File: src/rtl/rv_types.sv
// rv_types: shared states, termination causes and opcode/syscall constants for rv_sim_ctl.
package rv_types;
    typedef enum logic [1:0] {RUN, DRAIN, DONE} state_t;
    typedef enum logic [1:0] {C_NONE, C_EXIT, C_EBREAK, C_TIMEOUT} cause_t;
    localparam logic [31:0] OP_ECALL  = 32'h0000_0073;
    localparam logic [31:0] OP_EBREAK = 32'h0010_0073;
    localparam int          SYS_WRITE = 64;
endpackage

File: src/rtl/rv_sat_counter.sv
// rv_sat_counter: up-counter with synchronous clear that sticks at all-ones.
module rv_sat_counter #(
    parameter int W = 32
) (
    input  logic         clk,
    input  logic         rst_n,
    input  logic         clr,
    input  logic         inc,
    output logic [W-1:0] q
);
    always_ff @(posedge clk or negedge rst_n) begin
        if (!rst_n)
            q <= '0;
        else if (clr)
            q <= '0;
        else if (inc && q != '1)
            q <= q + W'(1);
    end
endmodule

File: src/rtl/rv_sim_ctl.sv
// rv_sim_ctl: watches the issue stream for exit/ebreak/watchdog and raises a sticky done after a drain delay.
// Define RV_SIM_CTL_PUTCHAR_EN to turn write-syscall ecalls (a7==64) into a console byte strobe.
module rv_sim_ctl
    import rv_types::*;
#(
    parameter int XLEN       = 32,
    parameter int SYS_EXIT   = 93,
    parameter int EXIT_DELAY = 5,
    parameter int CNT_W      = 32,
    parameter int TIMEOUT    = 0
) (
    input  logic             clk,
    input  logic             xreset,
    input  logic             ir_valid,
    input  logic [31:0]      ir,
    input  logic [XLEN-1:0]  a7,
    input  logic [XLEN-1:0]  a0,
    output logic             done,
    output logic [1:0]       cause,
    output logic [XLEN-1:0]  exit_code,
    output logic [CNT_W-1:0] cycle_count,
    output logic [CNT_W-1:0] ecall_count,
    output logic             char_valid,
    output logic [7:0]       char_data
);
    localparam int DW = (EXIT_DELAY > 1) ? $clog2(EXIT_DELAY) : 1;

    state_t        state, next_state;
    cause_t        cause_n;
    logic [DW-1:0] dcnt;
    logic          prev_ecall, prev_ebreak;
    logic          hit_ecall, hit_ebreak, new_ecall, new_ebreak;
    logic          is_exit, timeout_hit, stop, run;

    // A stalled instruction is held on the bus; only its first cycle is an event.
    assign hit_ecall   = ir_valid && ir == OP_ECALL;
    assign hit_ebreak  = ir_valid && ir == OP_EBREAK;
    assign new_ecall   = hit_ecall && !prev_ecall;
    assign new_ebreak  = hit_ebreak && !prev_ebreak;
    assign is_exit     = new_ecall && a7 == XLEN'(SYS_EXIT);
    assign timeout_hit = (TIMEOUT != 0) && cycle_count == CNT_W'(TIMEOUT - 1);
    assign stop        = is_exit || new_ebreak || timeout_hit;
    assign run         = state == RUN;
    assign cause_n     = is_exit ? C_EXIT : new_ebreak ? C_EBREAK : C_TIMEOUT;

    always_ff @(posedge clk or negedge xreset) begin
        if (!xreset)
            state <= RUN;
        else
            state <= next_state;
    end

    always_comb begin
        next_state = (run && stop) ? ((EXIT_DELAY == 0) ? DONE : DRAIN)
                   : (state == DRAIN && dcnt == '0) ? DONE : state;
    end

    always_comb begin
        done = state == DONE;
    end

    always_ff @(posedge clk or negedge xreset) begin
        if (!xreset) begin
            prev_ecall  <= 1'b0;
            prev_ebreak <= 1'b0;
            dcnt        <= '0;
            cause       <= C_NONE;
            exit_code   <= '0;
        end else begin
            prev_ecall  <= hit_ecall;
            prev_ebreak <= hit_ebreak;
            if (run && stop) begin
                cause     <= cause_n;
                exit_code <= is_exit ? a0 : '0;
                dcnt      <= DW'((EXIT_DELAY > 0) ? EXIT_DELAY - 1 : 0);
            end else if (state == DRAIN && dcnt != '0) begin
                dcnt <= dcnt - DW'(1);
            end
        end
    end

    rv_sat_counter #(.W(CNT_W)) u_cycle (
        .clk   (clk),
        .rst_n (xreset),
        .clr   (1'b0),
        .inc   (run),
        .q     (cycle_count)
    );

    rv_sat_counter #(.W(CNT_W)) u_ecall (
        .clk   (clk),
        .rst_n (xreset),
        .clr   (1'b0),
        .inc   (run && new_ecall),
        .q     (ecall_count)
    );

`ifdef RV_SIM_CTL_PUTCHAR_EN
    always_ff @(posedge clk or negedge xreset) begin
        if (!xreset) begin
            char_valid <= 1'b0;
            char_data  <= '0;
        end else begin
            char_valid <= run && new_ecall && a7 == XLEN'(SYS_WRITE);
            if (run && new_ecall && a7 == XLEN'(SYS_WRITE))
                char_data <= a0[7:0];
        end
    end
`else
    assign char_valid = 1'b0;
    assign char_data  = '0;
`endif
endmodule

File: config.mk
export PLATFORM = sky130hd
export DESIGN_NAME = rv_sim_ctl
export DESIGN_NICKNAME = d
export VERILOG_FILES = /design/src/rtl/rv_types.sv /design/src/rtl/rv_sat_counter.sv /design/src/rtl/rv_sim_ctl.sv
export SDC_FILE = /design/constraint.sdc
export NUM_CORES = 1
export LEC_CHECK = 0
export BUFFER_PORTS_ARGS = -buffer_cell sky130_fd_sc_hd__buf_2
export CAP_MARGIN = 20
export CORE_MARGIN = 10
export CORE_UTILIZATION = 41
export CTS_CLUSTER_DIAMETER = 200
export CTS_CLUSTER_SIZE = 40
export DETAILED_ROUTE_END_ITERATION = 6
export PLACE_DENSITY = 0.7
export SLEW_MARGIN = 20
export SYNTH_ARGS = -nofsm -noshare
export SYNTH_HDL_FRONTEND = slang
export SYNTH_SLANG_ARGS = --single-unit
export TNS_END_PERCENT = 100
File: constraint.sdc
create_clock -name clk -period 4.7 [get_ports clk]
set_clock_uncertainty 0.05 [all_clocks]
set_input_delay 1.41 -clock clk [delete_from_list [all_inputs] [get_ports clk]]
set_output_delay 1.41 -clock clk [all_outputs]
set_load 0.03 [all_outputs]
Word level (Yosys, flattened, before mapping)
Index checks and enable logic that the tools add are counted.

operators by class
  add/subtract/negate cells = 3
  equal/unequal tests = 7
  muxes and demuxes = 7
  reductions and logical operators = 19

operator list
  operator                                                                 count
  32-bit by 1-bit adder with 32-bit output, second input constant          2
  32-bit by 7-bit equality test with 1-bit output, second input constant   2
  32-bit != test, second input constant                                    2
  32-bit by 21-bit equality test with 1-bit output, second input constant  1
  32-bit two-way mux                                                       1
  1-bit logical AND                                                        11
  2-bit two-way mux                                                        3
  3-bit two-way mux                                                        2
  2-bit nonzero test                                                       2
  3-bit zero test                                                          1
  3-bit nonzero test                                                       1
  3-bit by 1-bit subtractor with 3-bit output, second input constant       1
  2-bit by 1-bit equality test with 1-bit output, second input constant    1
  2-bit equality test, second input constant                               1
  1-bit zero test                                                          2
  2-bit zero test                                                          1
  1-bit logical OR                                                         1
  1-bit two-way mux                                                        1

storage, ports and cells
  flip-flop bits (word level) = 105
  output and inout bits = 108
  logic and storage cells = 44

Logic depth before layout (Yosys ltp)
Gate-level depths: netlist of the first run.

  word-level depth = 7
  gate-level depth with buffers = 7
  depth with buffers taken out = 7

By module
From an unflattened synthesis of the first run, not the netlist that was laid out.

unflattened totals
  cell total of the unflattened synthesis = 599
  area, all modules = 5,783.0 sq um

by module, submodules not included
  module                     times used  cells each  area each (sq um)  sequential area each (sq um)
  rv_sim_ctl                 1           207         2,118.3            1,026.0
  rv_sat_counter at u_ecall  1           198         1,854.3            800.8
  rv_sat_counter at u_cycle  1           194         1,810.5            800.8

Worst setup path before layout of the first run
No wires, ideal clock.

  path type = input port to flip-flop
  start = input port ir[26]
  end = register exit_code[0]
  library setup time = 0.121 ns
  arrival time = 2.691 ns
  setup slack = 1.838 ns
  stages = 6
  cells stage by stage = nor4_1 > nand4_1 > nor3_2 > o21ai_1 > buf_2 > a22o_1

on the way
  cells in the longest elaborated chain, start to end = 6

RTL lines
  element                                          line              text
  start: declaration                               rv_sim_ctl.sv:15  input logic [31:0] ir,
  32-bit by 7-bit equality test with 1-bit output  rv_sim_ctl.sv:36  assign hit_ecall = ir_valid && ir == OP_ECALL;
  1-bit logical AND                                rv_sim_ctl.sv:36
  1-bit logical AND                                rv_sim_ctl.sv:38  assign new_ecall = hit_ecall && !prev_ecall;
  1-bit logical AND                                rv_sim_ctl.sv:40  assign is_exit = new_ecall && a7 == XLEN'(SYS_EXIT);
  1-bit logical OR                                 rv_sim_ctl.sv:42  assign stop = is_exit || new_ebreak || timeout_hit;
  1-bit logical AND                                rv_sim_ctl.sv:72  if (run && stop) begin
  end signal: assignment                           rv_sim_ctl.sv:74  exit_code <= is_exit ? a0 : '0;
  end: declaration                                 rv_sim_ctl.sv:20  output logic [XLEN-1:0] exit_code,

Parallel ways exist; a longest one is shown, timed or not.
A chain may end at the register's enable or synchronous reset.

Worst setup path in the final report of the first run
  start = input port ir[25]
  end = register u_ecall.q[30]

on the way
  cells in the longest elaborated chain, start to end = 5

RTL lines
  element                                          line                  text
  32-bit by 7-bit equality test with 1-bit output  rv_sim_ctl.sv:36
  1-bit logical AND                                rv_sim_ctl.sv:36
  1-bit logical AND                                rv_sim_ctl.sv:38
  1-bit logical AND                                rv_sim_ctl.sv:94      .inc (run && new_ecall),
  1-bit logical AND                                rv_sat_counter.sv:16  else if (inc && q != '1)
  end signal: assignment                           rv_sat_counter.sv:17  q <= q + W'(1);
  end: declaration                                 rv_sat_counter.sv:9   output logic [W-1:0] q

No other way between the ends.

==> flow_metrics.env, run 1 <==
export IMPL_status="complete, no violations"
export IMPL_synth_seq_cells=105
export IMPL_clkPwrFrac_pct=43.7
export IMPL_die_x_um=130
export IMPL_cp_data_arrival_time_ps=3280
export IMPL_ys_flop_type="dfrtp_1"
export IMPL_power_total_w=0.00174
export IMPL_final_max_slew_violation_count=0
export IMPL_power_frac_comb_pct=4.3
export IMPL_rsz0062_at_grt="no"
export IMPL_maxCapViolCount=0
export IMPL_syn_avg_cell_area_um2=11.3
export IMPL_cp_required_ps=4880
export IMPL_clock_root_buffer="clkbuf_16"
export IMPL_dp_hpwl_um=11100
export IMPL_ir_drop_mv=0.145
export IMPL_syn_to_final_growth_pct=28.1
export IMPL_finalCriticalPeriod_ps=3110
export IMPL_ios=207
export IMPL_fin_ws_ps=1590
export IMPL_viasPerCell=5.33
export IMPL_cts_setup_buffers=0
export IMPL_final_antenna_net_count=0
export IMPL_cts_tree="yes"
export IMPL_p_seq_share_pct=52.0
export IMPL_worstSetupPathType="primary input to flip-flop"
export IMPL_r2r_start="u_ecall.q[0]"
export IMPL_fin_tns_setup_ps=0
export IMPL_numCtsBuffers=9
export IMPL_diodes=0
export IMPL_cts_resized=0
export IMPL_path_clk_slew_ps=70
export IMPL_drt_pass1_iterations=4
export IMPL_switching_power_w=0.000375
export IMPL_num_rows=40
export IMPL_fmax_mhz=322
export IMPL_finalHoldViolCount=0
export IMPL_dp_slack_ps=1220
export IMPL_postRouteWirelength_um=14200
export IMPL_yosysWarnings=0
export IMPL_wl_per_cell_um=17.9
export IMPL_die_y_um=130
export IMPL_synth_area_leaders="dfrtp_1, xnor2_1, a22o_1"
export IMPL_synth_top_cell_area_share_pct=52.7
export IMPL_p_int_w=0.00136
export IMPL_antenna_found_initial=0
export IMPL_final_cell_count_no_fill=793
export IMPL_postCtsHoldBufs=0
export IMPL_synth_top_area_cell="dfrtp_1"
export IMPL_netlist_area_um2=4990
export IMPL_r2r_end="u_ecall.q[1]"
export IMPL_grt_pass1_wl_um=22600
export IMPL_worst_pin_slew_ps=749
export IMPL_insertion_delay_ps=350
export IMPL_grt_pass1_vias=4419
export IMPL_crit_path_end="u_ecall.q[30]"
export IMPL_hold_class="flip-flop to flip-flop"
export IMPL_layout_drive_gt1_share_pct=37.0
export IMPL_synthCells=443
export IMPL_fin_crit_sh_pct=66.1
export IMPL_fill_cells=1081
export IMPL_ys_async_sr_fraction_pct=100
export IMPL_slew_headroom_pct=50.0
export IMPL_seq_area_um2=2630
export IMPL_rrSetupSlack_ps=2170
export IMPL_synth_edff_count=0
export IMPL_cts_buffer_depth=2
export IMPL_vias=4229
export IMPL_drt_iter0_markers=236
export IMPL_nNetsFinal=744
export IMPL_seq_area_frac_synth_pct=52.7
export IMPL_multi_input_area_um2=2220
export IMPL_grt_max_degree=83
export IMPL_gp_congestion=0.837
export IMPL_h_tree_depth=3
export IMPL_worst_r2r_cell_count=6
export IMPL_die_area_um2=17000
export IMPL_remaining_drc_errors=0
export IMPL_p_per_area_nw_per_um2=272
export IMPL_fin_util_pct=53.4
export IMPL_worstSetupStartpointType="primary input"
export IMPL_track_usage_pct=16.7
export IMPL_end_kind="flip-flop"
export IMPL_finalSetupViolCount=0
export IMPL_coreArea_um2=12000
export IMPL_cp_startpoint="ir[25]"
export IMPL_cts_sinks=105
export IMPL_initial_core_util_pct=41.7
export IMPL_hp_start="cause[0]"
export IMPL_swShare_pct=21.6
export IMPL_yosysUniqueCellTypes=43
export IMPL_dp_cells=777
export IMPL_overflow=0
export IMPL_crit_fanout=15
export IMPL_portBuffers=197
export IMPL_power_leakage_nw=3.38
[per-stage QoR]
step           hold slack [ps]  instance area (um2)
2_1_floorplan              445                 5020
3_3_place_gp               411                 6090
3_5_place_dp               416                 6090
4_1_cts                    432                 6380
5_1_grt                    461                 6390
6_report                   429                 6390
[per-layer routing]
layer  wire length (um)  global-route usage [%]
met4                177                    4.50
met1               5770                    20.3
met3               1040                    5.96
met2               7180                    27.3
met5                  0                       0
[power by group through the flow]
stage / logic (W) / registers, W / clock network [W]
floorplan: 0.0000191 / 0.000921 / 0
global placement: 0.0000738 / 0.000920 / 0
detailed placement: 0.0000754 / 0.000920 / 0
CTS: 0.0000756 / 0.000903 / 0.000773
global route: 0.0000839 / 0.000902 / 0.000824
finish: 0.0000744 / 0.000903 / 0.000759
[logic make-up (layout without fill, tap and decap cells)]
group / Yosys count / count (layout) / share of synthesized area [%]
and+or+nand+nor: 194 / 194 / 24.0
DFF: 105 / 105 / 52.7
xor gates and xnor gates: 64 / 64 / 11.2
AOI/OAI and AO/OA: 41 / 41 / 6.97
buffers and inverters: 32 / 227 / 3.56
adders and majority gates: 4 / 4 / 1.00
muxes: 2 / 2 / 0.452
other: 1 / 9 / 0.0752
[synthesized netlist by cell type (all sizes together), types with 3 or more instances]
master	count
a22o	32
and2	6
and3	12
and4	6
buf	23
dfrtp	105
ha	4
inv	9
nand2	24
nand3	28
nand4	35
nand4b	3
nor2	23
nor2b	3
nor3	15
nor4	25
nor4b	3
o21ai	3
or2	4
xnor2	36
xor2	28
[flip-flops by register name (all words and copies together) (netlist names)]
name	cells
dcnt	3
u_ecall.q	32
u_cycle.q	32
cause	2
state	2
prev_ebreak	1
exit_code	32
prev_ecall	1
[how the worst min path moves through the flow]
stage                     to  slack [ps]  cells after the start
floorplan            dcnt[1]         450                      1
CTS                 cause[0]         430                      1
finish              cause[0]         430                      1
detailed placement  cause[0]         420                      1
global placement    cause[0]         410                      1
global route        cause[0]         460                      1
[cell type report]
class,count,share of cell area (%)
Clock inverter,5,0.862
Tap cell,147,2.88
Timing Repair Buffer,202,16.1
Clock buffer,11,3.80
Inverter,9,0.529
Sequential cell,105,41.1
Multi-Input combinational cell,314,34.7
[cells in the final DEF, fill, tap and decap left out, drive strengths merged, types with 9 or more instances in the layout]
cell type	synthesis	final
buf	23	202
dfrtp	105	105
xnor2	36	36
nand4	35	35
a22o	32	32
nand3	28	28
xor2	28	28
nor4	25	25
nand2	24	24
nor2	23	23
nor3	15	15
and3	12	12
clkbuf	0	11
inv	9	9
conb	1	9
[worst max-delay path, cell delays in order]
cell	delay, ps
buf_2	100
nor4_1	410
nand4_1	250
nor3_2	490
buf_4	300
nand4_1	150
xnor2_1	160
(Power assumes the default switching activity.)
==> inputs of run 2 (changes only) <==
ABC_AREA = 1   (was unset)
PLACE_DENSITY = 0.69   (was 0.7)
clock period = 2.7 ns   (was 4.7 ns; I/O delays follow)
==> run 2 against run 1 <==
Compared with the run above:
- core utilization fell by 1.9 points
- die area up 30%
- sequential power is 74% higher
- critical path type is now flip-flop to flip-flop
- non-clock buffer count grew 10
- sequential cell count did not move
- synthesized area up 35%
- first-iteration DRC count increased by 110%
==> flow_metrics.env, run 2 <==
export IMPL_fin_crit_sh_pct=79.7
export IMPL_gp_congestion=0.926
export IMPL_hold_class="primary input to asynchronous set/reset pin"
export IMPL_dp_hpwl_um=16300
export IMPL_ios=207
export IMPL_num_rows=46
export IMPL_finalSetupViolCount=0
export IMPL_finalHoldViolCount=0
export IMPL_ys_async_sr_fraction_pct=100
export IMPL_yosysWarnings=0
export IMPL_portBuffers=197
export IMPL_swShare_pct=22.8
export IMPL_dp_cells=1382
export IMPL_synth_area_leaders="dfrtp_1, nand2_1, nor2_1"
export IMPL_yosysUniqueCellTypes=35
export IMPL_overflow=0
export IMPL_die_x_um=148
export IMPL_postRouteWirelength_um=20900
export IMPL_worstSetupStartpointType="flip-flop"
export IMPL_cp_required_ps=2900
export IMPL_yosysMostFrequentCell="nand2_1"
export IMPL_drt_pass1_iterations=5
export IMPL_diodes=0
export IMPL_final_common_cell="nand2_1"
export IMPL_nNetsFinal=1280
export IMPL_layout_drive_gt1_share_pct=21.1
export IMPL_p_int_w=0.00246
export IMPL_status="complete, no violations"
export IMPL_synth_top_cell_area_share_pct=38.9
export IMPL_die_y_um=148
export IMPL_fin_tns_setup_ps=0
export IMPL_final_antenna_net_count=0
export IMPL_remaining_drc_errors=0
export IMPL_insertion_delay_ps=360
export IMPL_p_per_area_nw_per_um2=387
export IMPL_slew_headroom_pct=62.4
export IMPL_postCtsHoldBufs=0
export IMPL_synth_edff_count=0
export IMPL_rsz0062_at_grt="no"
export IMPL_end_kind="flip-flop"
export IMPL_viasPerCell=4.95
export IMPL_final_cell_mix="nand2_1, buf_2, nor2_1"
export IMPL_power_leakage_nw=4.41
export IMPL_p_seq_share_pct=49.3
export IMPL_r2r_start="u_ecall.q[0]"
export IMPL_wl_per_cell_um=14.9
export IMPL_netlist_area_um2=6750
export IMPL_clock_root_buffer="clkbuf_16"
export IMPL_synth_top_area_cell="dfrtp_1"
export IMPL_finalCriticalPeriod_ps=2150
export IMPL_vias=6927
export IMPL_grt_max_degree=98
export IMPL_worst_pin_slew_ps=564
export IMPL_clkPwrFrac_pct=45.4
export IMPL_antenna_found_initial=0
export IMPL_seq_area_frac_synth_pct=38.9
export IMPL_initial_core_util_pct=42.2
export IMPL_ir_drop_mv=0.331
export IMPL_cts_setup_buffers=0
export IMPL_power_frac_comb_pct=5.3
export IMPL_synth_commonest_cells="nand2_1, nor2_1, dfrtp_1, nand3_1, inv_1"
export IMPL_numCtsBuffers=9
export IMPL_synthCells=986
export IMPL_cts_sinks=105
export IMPL_cp_startpoint="u_ecall.q[0]"
export IMPL_final_max_slew_violation_count=0
export IMPL_cp_data_arrival_time_ps=2350
export IMPL_die_area_um2=22000
export IMPL_syn_avg_cell_area_um2=6.84
export IMPL_reg_largest_list="exit_code x32, u_cycle.q x32, u_ecall.q x32"
export IMPL_crit_fanout=18
export IMPL_final_cell_count_no_fill=1398
export IMPL_h_tree_depth=3
export IMPL_slowest_delay_ps=500
export IMPL_grt_pass1_wl_um=34100
export IMPL_cts_resized=0
export IMPL_drt_iter0_markers=499
export IMPL_slowest_stage="dfrtp_1"
export IMPL_grt_pass1_vias=6668
export IMPL_ys_flop_type="dfrtp_1"
export IMPL_worstSetupPathType="flip-flop to flip-flop"
export IMPL_fmax_mhz=465
export IMPL_path_clk_slew_ps=70
export IMPL_syn_to_final_growth_pct=22.1
export IMPL_track_usage_pct=18.8
export IMPL_coreArea_um2=16000
export IMPL_synth_seq_cells=105
export IMPL_cts_tree="yes"
export IMPL_switching_power_w=0.000728
export IMPL_maxCapViolCount=0
export IMPL_cts_buffer_depth=2
export IMPL_cp_cell_sequence="ha_1 -> nand3_2 -> inv_2 -> nand2_2 -> nor2_4 -> nand4_2 -> buf_4 -> nand4_1 -> nand2_1"
==> run 2: changes by cell type in the layout (fill, tap and decap cells not counted), moves of 21 or more <==
cell     change
inv_1       +51
nand2_1    +368
nor2_1     +129
xnor2_1     -21
a22o_1      -32
nand3_1     +35
==> run 2: layout make-up <==
| class | count | area [um2] |
|---|---|---|
| repair buffers | 212 | 1130 |
| multi-input cells | 786 | 3650 |
| clock inverters | 7 | 101 |
| inverters | 63 | 239 |
| well taps | 216 | 270 |
| fillers | 1650 | 7760 |
| flip-flops and latches | 105 | 2630 |
| clock buffers | 9 | 225 |
==> run 2: stage by stage <==
step	power, W	setup slack [ps]	utilization [%]	hold slack (ps)	area (um2)
floorplan	0.00166	708	-	432	6780
global placement	0.00177	412	49.5	432	7920
detailed placement	0.00177	417	49.5	432	7920
CTS	0.00323	541	51.5	204	8240
global route	0.00330	370	51.5	212	8240
finish	0.00319	547	51.5	214	8240
==> run 2: critical path: cells and delay by family (launching register included) <==
family	cells	cell delay [ps]
flip-flops	1	500
AND/OR/NAND/NOR	6	750
buffers and inverters	2	380
adder cells (fa/ha/maj)	1	350
==> run 2: cells by family after synthesis <==
logic type | count (synthesis) | share of synthesized area [%]
other | 1 | 0.0556
AND/OR/NAND/NOR | 721 | 46.3
buffers and inverters | 103 | 7.55
flip-flops | 105 | 38.9
AO/OA/AOI/OAI | 7 | 0.519
adder cells (fa/ha/maj) | 4 | 0.742
XOR/XNOR | 44 | 5.71
multiplexers | 1 | 0.148
==> run 2: routing by layer <==
layer / up-vias / global-route usage [%] / wire length (um)
met1: 3195 / 22.9 / 8910
met3: 25 / 4.46 / 1460
met5: - / 0 / 0
li1: 3503 / - / -
met2: 204 / 31.8 / 10100
met4: 0 / 6.24 / 382
==> run 2: path summary, 6_finish.rpt <==
| check | end | slack, ps | cells after the start |
|---|---|---|---|
| min in group clk | cause[0] | 440 | 2 |
| worst min-delay path | u_ecall.q[7] | 210 | 1 |
| max in group asynchronous | exit_code[28] | 1630 | 2 |
| worst max register to register | u_ecall.q[21] | 550 | 9 |
| worst min register to register | cause[0] | 440 | 2 |
| worst max-delay path | u_ecall.q[21] | 550 | 9 |
==> run 2: power groups by stage <==
stage / logic (W) / registers, W / clock network, W
after global routing: 0.000193 / 0.00157 / 0.00154
final: 0.000171 / 0.00157 / 0.00145
after floorplan: 0.0000587 / 0.00160 / 0
after global placement: 0.000171 / 0.00160 / 0
after detailed placement: 0.000172 / 0.00160 / 0
after CTS: 0.000172 / 0.00157 / 0.00149
==> inputs of run 3 (changes only) <==
PLACE_DENSITY = 0.66   (was 0.69)
clock period = 2.1 ns   (was 2.7 ns; I/O delays follow)
==> run 3 against run 2 <==
Compared with the run above:
- sequential cell count unchanged
- worst hold slack better by 16 ps
- register-to-register slack worse by 340 ps
- global-route usage up 0.39 points
- setup slack worse by 340 ps
- largest power group unchanged
- routed wire length up 1.3%
- clock power up 16%
- largest cell class unchanged
- first-iteration DRC count up 4.8%
- clock-buffer cell count up 2
- cell count up 1.0%
- sequential share of layout area down 0.57 points
==> flow_metrics.env, run 3 (same netlist as run 2, synthesis figures left out) <==
export IMPL_slowest_stage="dfrtp_1"
export IMPL_p_int_w=0.00299
export IMPL_cts_setup_buffers=0
export IMPL_nNetsFinal=1293
export IMPL_power_frac_comb_pct=5.6
export IMPL_die_y_um=148
export IMPL_r2r_end="u_ecall.q[22]"
export IMPL_final_antenna_net_count=0
export IMPL_postRouteWirelength_um=21100
export IMPL_viasPerCell=4.95
export IMPL_syn_to_final_growth_pct=24.3
export IMPL_fill_cells=1676
export IMPL_drt_pass1_iterations=5
export IMPL_vias=6985
export IMPL_h_tree_depth=3
export IMPL_ios=207
export IMPL_fin_tns_setup_ps=0
export IMPL_cp_cell_sequence="ha_1 -> nand3_2 -> inv_2 -> nand2_2 -> nor2_4 -> nand4_4 -> nand3_2 -> buf_12 -> nand2_1 -> nand2_1"
export IMPL_cts_buffer_depth=2
export IMPL_cp_required_ps=2340
export IMPL_wl_per_cell_um=15.0
export IMPL_numCtsBuffers=9
export IMPL_insertion_delay_ps=350
export IMPL_finalSetupViolCount=0
export IMPL_p_seq_share_pct=51.5
export IMPL_r2r_start="u_ecall.q[1]"
export IMPL_grt_pass1_wl_um=34900
export IMPL_portBuffers=197
export IMPL_die_area_um2=22000
export IMPL_path_clk_slew_ps=70
export IMPL_ir_drop_mv=0.362
export IMPL_fmax_mhz=527
export IMPL_num_rows=46
export IMPL_gp_congestion=0.959
export IMPL_crit_fanout=32
export IMPL_finalCriticalPeriod_ps=1900
export IMPL_coreArea_um2=16000
export IMPL_postCtsHoldBufs=0
export IMPL_grt_max_degree=75
export IMPL_cts_resized=0
export IMPL_grt_pass1_vias=6934
export IMPL_worst_r2r_cell_count=10
export IMPL_end_kind="flip-flop"
export IMPL_overflow=0
export IMPL_rrSetupSlack_ps=200
export IMPL_layout_drive_gt1_share_pct=21.9
export IMPL_power_leakage_nw=4.50
export IMPL_remaining_drc_errors=0
export IMPL_die_x_um=148
export IMPL_fin_crit_sh_pct=90.3
export IMPL_switching_power_w=0.000933
export IMPL_dp_hpwl_um=16300
export IMPL_p_per_area_nw_per_um2=467
export IMPL_initial_core_util_pct=42.2
export IMPL_final_cell_count_no_fill=1412
export IMPL_drt_iter0_markers=523
export IMPL_finalHoldViolCount=0
export IMPL_slowest_delay_ps=410
export IMPL_cts_tree="yes"
export IMPL_maxCapViolCount=0
export IMPL_hold_class="primary input to asynchronous set/reset pin"
export IMPL_clock_root_buffer="clkbuf_16"
export IMPL_track_usage_pct=19.2
export IMPL_rsz0062_at_grt="no"
export IMPL_dp_cells=1395
export IMPL_reg_largest_list="exit_code x32, u_cycle.q x32, u_ecall.q x32"
export IMPL_status="complete, no violations"
export IMPL_final_cell_mix="nand2_1, buf_2, nor2_1"
export IMPL_cp_data_arrival_time_ps=2140
export IMPL_final_common_cell="nand2_1"
export IMPL_clkPwrFrac_pct=42.9
export IMPL_antenna_found_initial=2
export IMPL_worstSetupStartpointType="flip-flop"
export IMPL_final_max_slew_violation_count=0
export IMPL_cts_sinks=105
export IMPL_swShare_pct=23.8
export IMPL_worstSetupPathType="flip-flop to flip-flop"
==> run 3: changes by cell type in the layout (fill, tap and decap cells not counted), sizes merged, moves of 2 or more <==
cell	before	now
bufinv	2	0
buf	212	225
clkbuf	9	11
clkinvlp	2	0
==> run 3: critical path, delay by kind of cell (launching register included) <==
| kind | cells | cell delay, ps |
|---|---|---|
| flops | 1 | 410 |
| simple gates | 7 | 850 |
| fa+ha+maj | 1 | 210 |
| buf+inv | 2 | 300 |
==> run 3: final cells by class <==
cell class,count,area (um2),share of cell area (%)
repair buffers,225,1300,15.5
clock buffers,11,253,3.01
well taps,216,270,3.22
multi-input cells,786,3660,43.6
inverters,63,239,2.85
flip-flops and latches,105,2630,31.3
diodes,1,2.50,0.0298
clock inverters,5,36.3,0.432
==> run 3: stage by stage <==
step	hold slack (ps)	utilization, %	total power, W	instance area, um2	setup slack, ps
2_1_floorplan	284	-	0.00214	6780	129
3_5_place_dp	420	50.5	0.00228	8090	45.5
5_1_grt	288	52.4	0.00408	8390	25.0
4_1_cts	265	52.4	0.00397	8380	163
6_report	230	52.4	0.00392	8390	203
3_3_place_gp	425	50.5	0.00228	8090	76.7
==> run 3: power groups by stage <==
stage / combinational, W / sequential [W] / clock [W]
floorplan: 0.0000755 / 0.00206 / 0
global placement: 0.000220 / 0.00206 / 0
detailed placement: 0.000222 / 0.00206 / 0
CTS: 0.000222 / 0.00202 / 0.00172
global route: 0.000248 / 0.00202 / 0.00181
finish: 0.000219 / 0.00202 / 0.00168
==> run 3: routing by layer <==
metal	vias to the layer above	share of wire [%]	GRT usage, %
met1	3216	43	23.7
met5	-	0.033	0
met4	2	2.4	7.33
met2	206	48	31.8
met3	29	6.1	4.46
li1	3532	-	-
==> run 3: worst max-delay path by stage <==
| stage | to | start | cells past startpoint |
|---|---|---|---|
| 6_report | u_ecall.q[22] | u_ecall.q[1] | 10 |
| 5_1_grt | u_ecall.q[6] | u_ecall.q[1] | 10 |
| 4_1_cts | u_ecall.q[28] | u_ecall.q[1] | 9 |
| 3_5_place_dp | exit_code[21] | ir[16] | 11 |
| 3_3_place_gp | u_ecall.q[0] | ir[22] | 12 |
| 2_1_floorplan | u_ecall.q[2] | u_ecall.q[0] | 10 |
